**src/rtl/bcd_seg_scan.sv**
```systemverilog
// Four-digit multiplexed 7-segment driver for BCD adder results.
// Shadow/display double buffering keeps the shown value stable for a whole frame.
module bcd_seg_scan #(
    parameter int SCAN_DIV = 50000
) (
    input  logic        clk,
    input  logic        rst,
    input  logic        load,
    input  logic [15:0] digits_in,
    input  logic        ovf_in,
    input  logic        blank_en,
    output logic [6:0]  seg,
    output logic [3:0]  an,
    output logic        dp,
    output logic        err,
    output logic        frame_done
);

    localparam logic [15:0] CNT_MAX = 16'(SCAN_DIV - 1);

    logic [15:0] cnt;
    logic [1:0]  idx;
    logic [15:0] shadow;
    logic        shadow_ovf;
    logic        pending;
    logic [15:0] disp;
    logic        disp_ovf;

    logic [6:0]  seg_p1;
    logic [3:0]  an_p1;
    logic        dp_p1;
    logic        err_p1;
    logic        frame_done_p1;

    logic        tick;
    logic        boundary;
    logic [3:0]  cur_digit;
    logic        blanked;
    logic        z3, z2, z1;
    logic [6:0]  seg_nxt;
    logic [3:0]  an_nxt;
    logic        dp_nxt;
    logic        err_nxt;

    function automatic logic [6:0] seg_decode(input logic [3:0] v);
        case (v)
            4'd0:    seg_decode = 7'h3F;
            4'd1:    seg_decode = 7'h06;
            4'd2:    seg_decode = 7'h5B;
            4'd3:    seg_decode = 7'h4F;
            4'd4:    seg_decode = 7'h66;
            4'd5:    seg_decode = 7'h6D;
            4'd6:    seg_decode = 7'h7D;
            4'd7:    seg_decode = 7'h07;
            4'd8:    seg_decode = 7'h7F;
            4'd9:    seg_decode = 7'h6F;
            default: seg_decode = 7'h40;
        endcase
    endfunction

    function automatic logic is_bad(input logic [3:0] v);
        is_bad = (v > 4'd9);
    endfunction

    assign tick     = (cnt == CNT_MAX);
    assign boundary = tick && (idx == 2'd3);

    // p0: select current digit, resolve leading-zero blanking and decode
    always_comb begin
        cur_digit = disp[3:0];
        blanked   = 1'b0;
        z3 = (disp[15:12] == 4'd0);
        z2 = z3 && (disp[11:8] == 4'd0);
        z1 = z2 && (disp[7:4] == 4'd0);
        case (idx)
            2'd0: cur_digit = disp[3:0];
            2'd1: begin cur_digit = disp[7:4];   blanked = blank_en && z1; end
            2'd2: begin cur_digit = disp[11:8];  blanked = blank_en && z2; end
            default: begin cur_digit = disp[15:12]; blanked = blank_en && z3; end
        endcase
        seg_nxt = blanked ? 7'h00 : seg_decode(cur_digit);
        an_nxt  = blanked ? 4'hF : ~(4'b0001 << idx);
        dp_nxt  = (idx == 2'd0) && disp_ovf;
        err_nxt = is_bad(disp[3:0]) || is_bad(disp[7:4]) ||
                  is_bad(disp[11:8]) || is_bad(disp[15:12]);
    end

    // p0 -> p1: scan state, buffering and registered outputs
    always_ff @(posedge clk) begin
        if (rst) begin
            cnt           <= '0;
            idx           <= '0;
            shadow        <= '0;
            shadow_ovf    <= 1'b0;
            pending       <= 1'b0;
            disp          <= '0;
            disp_ovf      <= 1'b0;
            seg_p1        <= '0;
            an_p1         <= 4'hF;
            dp_p1         <= 1'b0;
            err_p1        <= 1'b0;
            frame_done_p1 <= 1'b0;
        end else begin
            cnt <= tick ? '0 : cnt + 16'd1;
            if (tick) idx <= idx + 2'd1;
            // Commit reads the pre-load shadow, so a coinciding load waits one frame.
            if (boundary && pending) begin
                disp     <= shadow;
                disp_ovf <= shadow_ovf;
            end
            if (load) begin
                shadow     <= digits_in;
                shadow_ovf <= ovf_in;
                pending    <= 1'b1;
            end else if (boundary) begin
                pending <= 1'b0;
            end
            seg_p1        <= seg_nxt;
            an_p1         <= an_nxt;
            dp_p1         <= dp_nxt;
            err_p1        <= err_nxt;
            frame_done_p1 <= boundary;
        end
    end

    assign seg        = seg_p1;
    assign an         = an_p1;
    assign dp         = dp_p1;
    assign err        = err_p1;
    assign frame_done = frame_done_p1;

endmodule

```
**config.mk**
```make
export PLATFORM = sky130hd
export DESIGN_NAME = bcd_seg_scan
export DESIGN_NICKNAME = d
export VERILOG_FILES = /design/src/rtl/bcd_seg_scan.sv
export SDC_FILE = /design/constraint.sdc
export NUM_CORES = 1
export LEC_CHECK = 0
export CORE_UTILIZATION = 60
export DETAILED_ROUTE_END_ITERATION = 10
export PLACE_DENSITY = 0.94
export SKIP_LAST_GASP = 1
export SLEW_MARGIN = 25
export SYNTH_ARGS = -nofsm -noshare
export SYNTH_HDL_FRONTEND = slang
export SYNTH_SLANG_ARGS = --single-unit
```
**constraint.sdc**
```tcl
create_clock -name clk -period 4.4 [get_ports clk]
set_clock_uncertainty 0.2 [all_clocks]
set_input_delay 0.88 -clock clk [delete_from_list [all_inputs] [get_ports clk]]
set_output_delay 0.88 -clock clk [all_outputs]
set_load 0.005 [all_outputs]
```
* Word-level counts from Yosys, hierarchy flattened
Memories as Yosys holds them, arrays and structs flattened. A register that Yosys moved wholly into a read port is not among the register bits. Cells that the tools add are included.
Cells by class: add/subtract/negate cells 2, magnitude comparators 4, equal/unequal tests 4, shift-type cells 1, muxes and demuxes 4, bitwise gates (word level) 1, reductions and logical operators 18
Operator list (number):
- adder 16 x 1 -> 16 bit (second input constant) | 1
- == test 16 bit (second input constant) | 1
- greater-than comparator 4 bit (second input constant) | 4
- logical NOT 4 bit | 3
- case mux 4 bit (3 select lines) | 1
- logical AND 1 bit | 8
- == test 2 bit (second input constant) | 2
- inverter 4 bit | 1
- OR reduction 2 bit | 2
- << shifter 1 x 2 -> 4 bit (first input constant) | 1
- logical OR 1 bit | 3
- case mux 1 bit (3 select lines) | 1
- adder 2 x 1 -> 2 bit (second input constant) | 1
- == test 2 x 1 -> 1 bit (second input constant) | 1
- logical NOT 2 bit | 1
- 2-to-1 mux 1 bit | 2
- nonzero test 2 bit | 1
Storage, ports and cells: flip-flop bits (word level) 60, bits in read-only memories 112, input port bits 21, output and inout port bits 14, word-level logic and storage cells 46, memories kept 1
Memories:
- (name not given) | depth 16, bits a word 7, read ports 1, clocked after memory_dff 1, wr ports 0, RTL line 46 | case (v)

* Depth between registers and ports, before layout
Gate-level depths: netlist of run 1.
depth after elaboration 6, gate-level depth with buffers 11, mapped depth without buffers 10

* Least setup slack after synthesis of run 1
OpenSTA, ideal clock, no wires.
path kind register to register, start point register idx[0], end point register seg_p1[0] (netlist: seg[0]), setup time 0.095 ns, data arrival time 2.441 ns, data required time 4.105 ns, path slack 1.664 ns, cell stages (with the launch flop) 12, path buffers 1, clock period less this slack 2.736 ns, cells stage by stage dfxtp_1 > inv_1 > ha_1 > clkbuf_1 > a222oi_1 > mux2i_1 > inv_1 > ha_1 > or3b_2 > o41ai_1 > o21ai_0 > a221oi_1
On the way: longest elaborated chain between the ends 3, elaborated cells on any way between the ends 6, those cells by class eq/ne (2); mux (2); reduce/logical (2)
RTL lines:
- start: declaration | RTL line 22 | logic [1:0] idx;
- start signal: assignment | RTL line 105 | if (tick) idx <= idx + 2'd1;
- == test 2 bit (tied with other cells) | RTL line 75 | case (idx)
- case mux 1 bit (3 select lines) | RTL line 75
- OR reduction 2 bit (no line)
- end: declaration | RTL line 29 | logic [6:0] seg_p1;
Several ways; a longest one is shown, not always the timed one. A chain may end at the register's enable or synchronous reset.

* Worst setup path in the final report of run 1
start point register idx[0], end point register seg_p1[3] (netlist: seg[3])
The elaborated chain is that of the path after synthesis.

==> run_results.csv, run 1 <==
group,metric,value,unit
layout,fin_nets,387,
status,outcome,"finished clean",
floorplan,start_util,63.5,%
layout,fin_cells,426,
layout,post_route_cells_drive_above_1_share,7.52,%
placed_design,routabilityCongestion,0.940,
global_routing,grt_pass1_vias,2408,
setup_path,regToRegSetupSlack,1.33,ns
clock_network,cts_inserted_buffers,9,
synth,synth_common_cells,"67 x dfxtp_1, 35 x nor2_1, 25 x a21oi_1",
floorplan,die-width,73.4,um
power,p_leak,1.33,nW
synth,synth_largest_area_cell,"dfxtp_1",
synth,synth_top_area_share,43.9,%
synth,syn_area,0.00306,sq mm
power,comb_power_share,5.1,%
floorplan,ios,35,
hold_path,holdPathStages,2,
synth,synth_ff_type,"dfxtp_1",
layout,num-fill-cells,363,
synth,synth-edff-count,0,
timing,fin_crit,3.07,ns
power,clkPwrFrac,42.6,%
global_routing,grt-ovfl-total,0,
floorplan,core,0.00482,sq mm
global_routing,antenna_found_initial,0,
placed_design,pre_cts_ws,1.42,ns
setup_path,critPathMaxFanout,9,
layout,syn_to_final_growth,17.4,%
hold_path,hold_path_end,"disp[15]",
drt,drcViolationCount,0,
job,max_cap_viol_count,0,
setup_path,start_kind,"flip-flop",
clock_network,clk_pin_slew,0.07,ns
placed_design,hpwl,4620,um
synth,ys_top_cells_by_area,"dfxtp_1 44%, mux2i_1 6.2%, ha_1 4.9%",
drt,first_pass_iters,7,
synth,synth_cell_types,50,
drt,drt_iter0_drc,354,
setup_path,worstReg2RegEnd,"seg[3]",
drt,num_vias,2656,
clock_network,postCtsSetupBuffers,0,
global_routing,grt_pass1_wl,11500,um
timing,tns,0,ns
timing,setup_ws,1.33,ns
synth,async_reset_ff_share,0,%
power,p_seq_share,52.4,%
synth,yosysWarnings,0,
clock_network,root_buffer,"clkbuf_8",
setup_path,worstPathRequired,4.46,ns
clock_network,worstSkewPairLatency,0.35,ns
timing,rsz0062_at_grt,"no",
global_routing,grt_max_degree,47,
setup_path,cp.arrival,3.13,ns
synth,yosysSeqAreaShare,43.9,%
layout,antenna-diode-count,0,
drt,wl_per_cell,16.6,um
synth,yosys_register_bits,67,
timing,tightest_slew,0.833,ns
timing,maxSlewHeadroom,44.4,%
power,power.net_switching,273,uW
timing,hold_viol_final,0,
clock_network,htreeDepth,3,
placed_design,dp_cells,410,
synth,syn-instance-count,327,
setup_path,cp-end-kind,"flip-flop",
timing,fin_crit_sh,69.7,%
layout,seqCellArea,0.00134,sq mm
clock_network,postCtsHoldBufs,0,
setup_path,r2r_cells,10,
clock_network,cts_tree,"yes",
hold_path,hp-start,"shadow[15]",
layout,utilization,74.5,%
setup_path,crit_type,"reg2reg",
setup_path,rr_startpoint,"idx[0]",
synth,synth_most_common_cell,"dfxtp_1",
power,power.density,335,mW/mm^2
power,netSwitchingFraction,22.7,%
layout,multiInputGateArea,0.00157,sq mm
clock_network,cts_resized,0,
synth,postSynthNetCount,360,
timing,max_freq,326,MHz
floorplan,dieArea,0.00539,sq mm
clock_network,cts_buffer_depth,2,
floorplan,fp.dieH,73.4,um
placed_design,numPortBuffers,34,
clock_network,clock-sinks,67,
drt,finalWirelength,7050,um
timing,slew_viol_final,0,
floorplan,rows,25,
timing,setup_viol,0,
synth,syn_avg_cell_area,9.35,sq um
hold_path,min-delay-path-class,"reg2reg",
power,p_int,931,uW
power,ir_worst_vdd,297,uV
drt,routed_via_density,6.23,
global_routing,grt_usage,28.6,%
drt,antenna_left,0,
-- final cells by class --
| type | instances | area share [%] |
|---|---|---|
| Tap cell | 67 | 2.33 |
| Timing Repair Buffer | 37 | 9.97 |
| Multi-Input combinational cell | 226 | 43.6 |
| Clock buffer | 11 | 3.94 |
| Sequential cell | 67 | 37.4 |
| Clock inverter | 5 | 1.46 |
| Inverter | 13 | 1.36 |
-- sequential cells by signal, indices dropped and copies added (netlist names) --
| register | count |
|---|---|
| seg | 7 |
| dp | 1 |
| disp_ovf | 1 |
| cnt | 16 |
| pending | 1 |
| disp | 16 |
| idx | 2 |
| an | 4 |
| shadow | 16 |
| err | 1 |
| frame_done | 1 |
| shadow_ovf | 1 |
-- power groups by stage --
stage,Combinational [mW],Clock [mW],Sequential [mW]
2_1_floorplan,0.0319,0,0.642
3_3_place_gp,0.0598,0,0.644
3_5_place_dp,0.0615,0,0.644
4_1_cts,0.0619,0.519,0.630
5_1_grt,0.0664,0.548,0.632
6_report,0.0610,0.512,0.630
-- metrics by stage --
step	area, sq um	total power [mW]	hold slack, ns
after global routing	3590	1.25	0.288
after detailed placement	3400	0.706	0.252
after global placement	3390	0.703	0.242
final	3590	1.20	0.274
after floorplan	3060	0.674	0.226
after CTS	3590	1.21	0.269
-- kinds of logic after synthesis --
logic type      synth area share (%)
fa+ha+maj                       4.91
buf+inv                         5.20
simple gates                    17.1
compound gates                  18.9
flops                           43.9
mux                             6.59
xor+xnor                        3.44
-- per-layer routing --
| layer | up-vias | GRT usage (%) | part of all wire [%] |
|---|---|---|---|
| met5 | - | 0 | 0 |
| met4 | 0 | 11.5 | 2.3 |
| met3 | 21 | 9.19 | 6.7 |
| met2 | 121 | 43.8 | 47 |
| met1 | 1240 | 37.3 | 44 |
| li1 | 1274 | - | - |
-- how the worst max path moves through the flow --
| stage | startpoint | depth (start not counted) | end |
|---|---|---|---|
| floorplan | idx[0] | 11 | seg[0] |
| global placement | idx[0] | 10 | seg[0] |
| detailed placement | idx[0] | 10 | seg[3] |
| CTS | idx[0] | 10 | seg[3] |
| global route | idx[0] | 10 | seg[3] |
| finish | idx[0] | 10 | seg[3] |
-- critical path, cell delays in order (launching register included) --
cell and delay (ns):
dfxtp_1 0.36, inv_1 0.14, ha_1 0.33, a222oi_1 0.14
mux2i_1 0.44, inv_1 0.19, ha_1 0.24, or3b_2 0.43
o41ai_1 0.09, o21ai_0 0.15, a221oi_1 0.27
-- cell usage in the layout (no fill, tap or decap), types with 3 or more instances in the layout --
master / instances
xnor2_1: 7
inv_1: 12
o31ai_1: 19
buf_4: 3
dfxtp_1: 67
o21ai_0: 11
clkdlybuf4s50_1: 33
and3_1: 3
mux2i_1: 19
nor2_1: 34
nand4_1: 22
xor2_1: 5
o211ai_1: 4
clkbuf_8: 10
nor4_1: 4
nand3_1: 7
a21oi_1: 25
a211oi_1: 5
a221oi_1: 5
a222oi_1: 3
and2_1: 3
ha_1: 12
clkinv_2: 3
nand2_1: 7
No activity file was read; power rests on OpenSTA's default activity.
==> inputs of run 2 (changes only) <==
--- a/config.mk
+++ b/config.mk
@@ -5,9 +5,9 @@
 export SDC_FILE = /design/constraint.sdc
 export NUM_CORES = 1
 export LEC_CHECK = 0
-export CORE_UTILIZATION = 60
+export CORE_UTILIZATION = 55
 export DETAILED_ROUTE_END_ITERATION = 10
-export PLACE_DENSITY = 0.94
+export PLACE_DENSITY = 0.87
 export SKIP_LAST_GASP = 1
 export SLEW_MARGIN = 25
 export SYNTH_ARGS = -nofsm -noshare
==> constraint.sdc (replaced) <==
create_clock -name clk -period 3.2 [get_ports clk]
set_clock_uncertainty 0.2 [all_clocks]
set_input_delay 0.64 -clock clk [delete_from_list [all_inputs] [get_ports clk]]
set_output_delay 0.64 -clock clk [all_outputs]
set_load 0.005 [all_outputs]
==> run 2 against run 1 <==
Clock power increased by 16%; sequential share of layout area down 0.065 points; cell area up 0.17%; combinational power increased by 38%; setup slack worse by 0.87 ns; critical endpoint is now seg[5].
==> run_results.csv, run 2 (synthesis results as in run 1) <==
group,metric,value,unit
power,power,1.55,mW
timing,maxSlewHeadroom,48.3,%
clock_network,clk_pin_slew,0.07,ns
status,outcome,"finished clean",
power,power.density,430,mW/mm^2
clock_network,cts_buffer_depth,2,
drt,first_pass_iters,4,
clock_network,cts_tree,"yes",
clock_network,root_buffer,"clkbuf_8",
global_routing,grtUsageMet3,7.31,%
floorplan,core,0.00524,sq mm
global_routing,gr-usage-met2,36.9,%
global_routing,antenna_found_initial,0,
timing,hold_viol_final,0,
global_routing,grt_pass1_vias,2328,
layout,final_common_cell,"dfxtp_1",
setup_path,cpMaxStageDelayCell,"dfxtp_1",
global_routing,grt_usage,23.4,%
power,p_seq_share,56.1,%
setup_path,crit_buf_inv,3,
timing,max_freq,365,MHz
floorplan,ios,35,
layout,seqCellArea,0.00134,sq mm
clock_network,cts_resized,0,
timing,slew_viol_final,0,
setup_path,cp-end-kind,"flip-flop",
layout,multiInputGateArea,0.00156,sq mm
global_routing,use_met1,29.4,%
drt,routed_via_density,5.82,
drt,wl_per_cell,14.8,um
layout,num-fill-cells,395,
setup_path,path_delay_family,"compound AO/OA/AOI/OAI gates",
clock_network,clock-sinks,67,
layout,layout_common_cells,"67 x dfxtp_1, 35 x nor2_1, 34 x clkdlybuf4s50_1",
setup_path,cp_slowest_stage_delay,0.41,ns
setup_path,crit_type,"reg2reg",
power,netSwitchingFraction,22.2,%
placed_design,hpwl,4470,um
setup_path,cp.arrival,2.78,ns
global_routing,global_route.peak_usage_layer,"met2",
drt,drcViolationCount,0,
floorplan,start_util,58.4,%
placed_design,routabilityCongestion,0.909,
floorplan,rows,26,
global_routing,grt_max_degree,40,
layout,syn_to_final_growth,17.6,%
clock_network,postCtsHoldBufs,0,
clock_network,worstSkewPairLatency,0.34,ns
setup_path,worstPathRequired,3.24,ns
power,clkPwrFrac,38.5,%
placed_design,numPortBuffers,34,
drt,num_vias,2522,
setup_path,crit_chain,"inv_1 > ha_1 > a222oi_1 > mux2i_1 > inv_1 > ha_1 > inv_1 > o41ai_1 > o21ai_0 > a221oi_1",
clock_network,htreeDepth,3,
setup_path,regToRegSetupSlack,0.46,ns
hold_path,min-delay-path-class,"reg2reg",
setup_path,start_kind,"flip-flop",
layout,antenna-diode-count,0,
timing,holdWs,0.264,ns
timing,rsz0062_at_grt,"no",
clock_network,postCtsSetupBuffers,0,
global_routing,grt_pass1_wl,10900,um
clock_network,cts_inserted_buffers,9,
layout,fin_nets,392,
setup_path,critPathMaxFanout,9,
drt,antenna_left,0,
floorplan,fp.dieH,76.6,um
floorplan,die-width,76.6,um
power,p_int,1.20,mW
layout,post_route_cells_drive_above_1_share,7.16,%
power,p_leak,1.33,nW
setup_path,crit_top_cell,"inv_1",
layout,utilization,68.7,%
power,power.net_switching,343,uW
job,max_cap_viol_count,0,
floorplan,dieArea,0.00586,sq mm
power,comb_power_share,5.5,%
layout,reg_top3,"cnt: 16 flops, disp: 16 flops, shadow: 16 flops",
timing,tightest_slew,0.776,ns
drt,drt_iter0_drc,231,
timing,setup_viol,0,
timing,fin_crit_sh,85.6,%
drt,finalWirelength,6410,um
power,ir_worst_vdd,327,uV
timing,tns,0,ns
global_routing,grt-ovfl-total,0,
timing,fin_crit,2.74,ns
## run 2: cell types whose count changed in the layout (fill, tap and decap cells not counted)
cell             previous run  this run
buf_4                       3         8
clkbuf_1                    1         3
clkinv_2                    3         1
buf_2                       1         0
bufinv_16                   1         0
clkdlybuf4s50_1            33        34
nor2_1                     34        35
nor2_2                      1         0
nor3_1                      1         2
nor3_2                      1         0
## run 2: area by class of cell
type,instances,share of cell area [%]
inverters,13,1.36
repair buffers,42,11.1
multi-input cells,226,43.3
clock buffers,13,4.14
clock inverters,2,0.348
flip-flops and latches,67,37.3
well taps,70,2.43
## run 2: power by group through the flow
| stage | clock (mW) | combinational [mW] | sequential (mW) |
|---|---|---|---|
| after floorplan | 0 | 0.0439 | 0.883 |
| after global placement | 0 | 0.0826 | 0.885 |
| after detailed placement | 0 | 0.0846 | 0.885 |
| after CTS | 0.606 | 0.0852 | 0.867 |
| after global routing | 0.652 | 0.0927 | 0.869 |
| final | 0.594 | 0.0844 | 0.867 |
## run 2: worst paths after layout
path	from	end	depth (start not counted)
setup / recovery	idx[0]	seg[5]	10
hold / removal	cnt[0]	cnt[0]	1
setup reg to reg	idx[0]	seg[5]	10
hold reg to reg	cnt[0]	cnt[0]	1
## run 2: per-stage QoR
stage                     setup slack (ns)  std cells  area (sq um)
after floorplan                      0.464        327          3060
after global placement               0.592        418          3440
after detailed placement             0.504        418          3440
after CTS                            0.479        433          3600
after global routing                 0.158        433          3600
final                                0.460        433          3600
## run 2: layer usage
layer	share of wire [%]	wire length [um]
met5	0	0
met4	1.4	88
met3	5.8	370
met2	48	3050
met1	45	2900
## run 2: worst reg2reg max path, delay by kind of cell (launching register included)
kind | cells | cell delay, ns
AO/OA/AOI/OAI | 4 | 1.03
adder cells (fa/ha/maj) | 2 | 0.54
buffers and inverters | 3 | 0.31
flip-flops | 1 | 0.41
multiplexers | 1 | 0.15
==> inputs of run 3 (changes only) <==
--- a/config.mk
+++ b/config.mk
@@ -6,10 +6,12 @@
 export NUM_CORES = 1
 export LEC_CHECK = 0
 export CORE_UTILIZATION = 55
+export CTS_CLUSTER_DIAMETER = 80
 export DETAILED_ROUTE_END_ITERATION = 10
+export HOLD_SLACK_MARGIN = 0.05
 export PLACE_DENSITY = 0.87
 export SKIP_LAST_GASP = 1
-export SLEW_MARGIN = 25
+export SLEW_MARGIN = 20
 export SYNTH_ARGS = -nofsm -noshare
 export SYNTH_HDL_FRONTEND = slang
 export SYNTH_SLANG_ARGS = --single-unit
==> results of run 3 <==
Same layout as run 2: the final DEF is identical, and so are final timing and power.
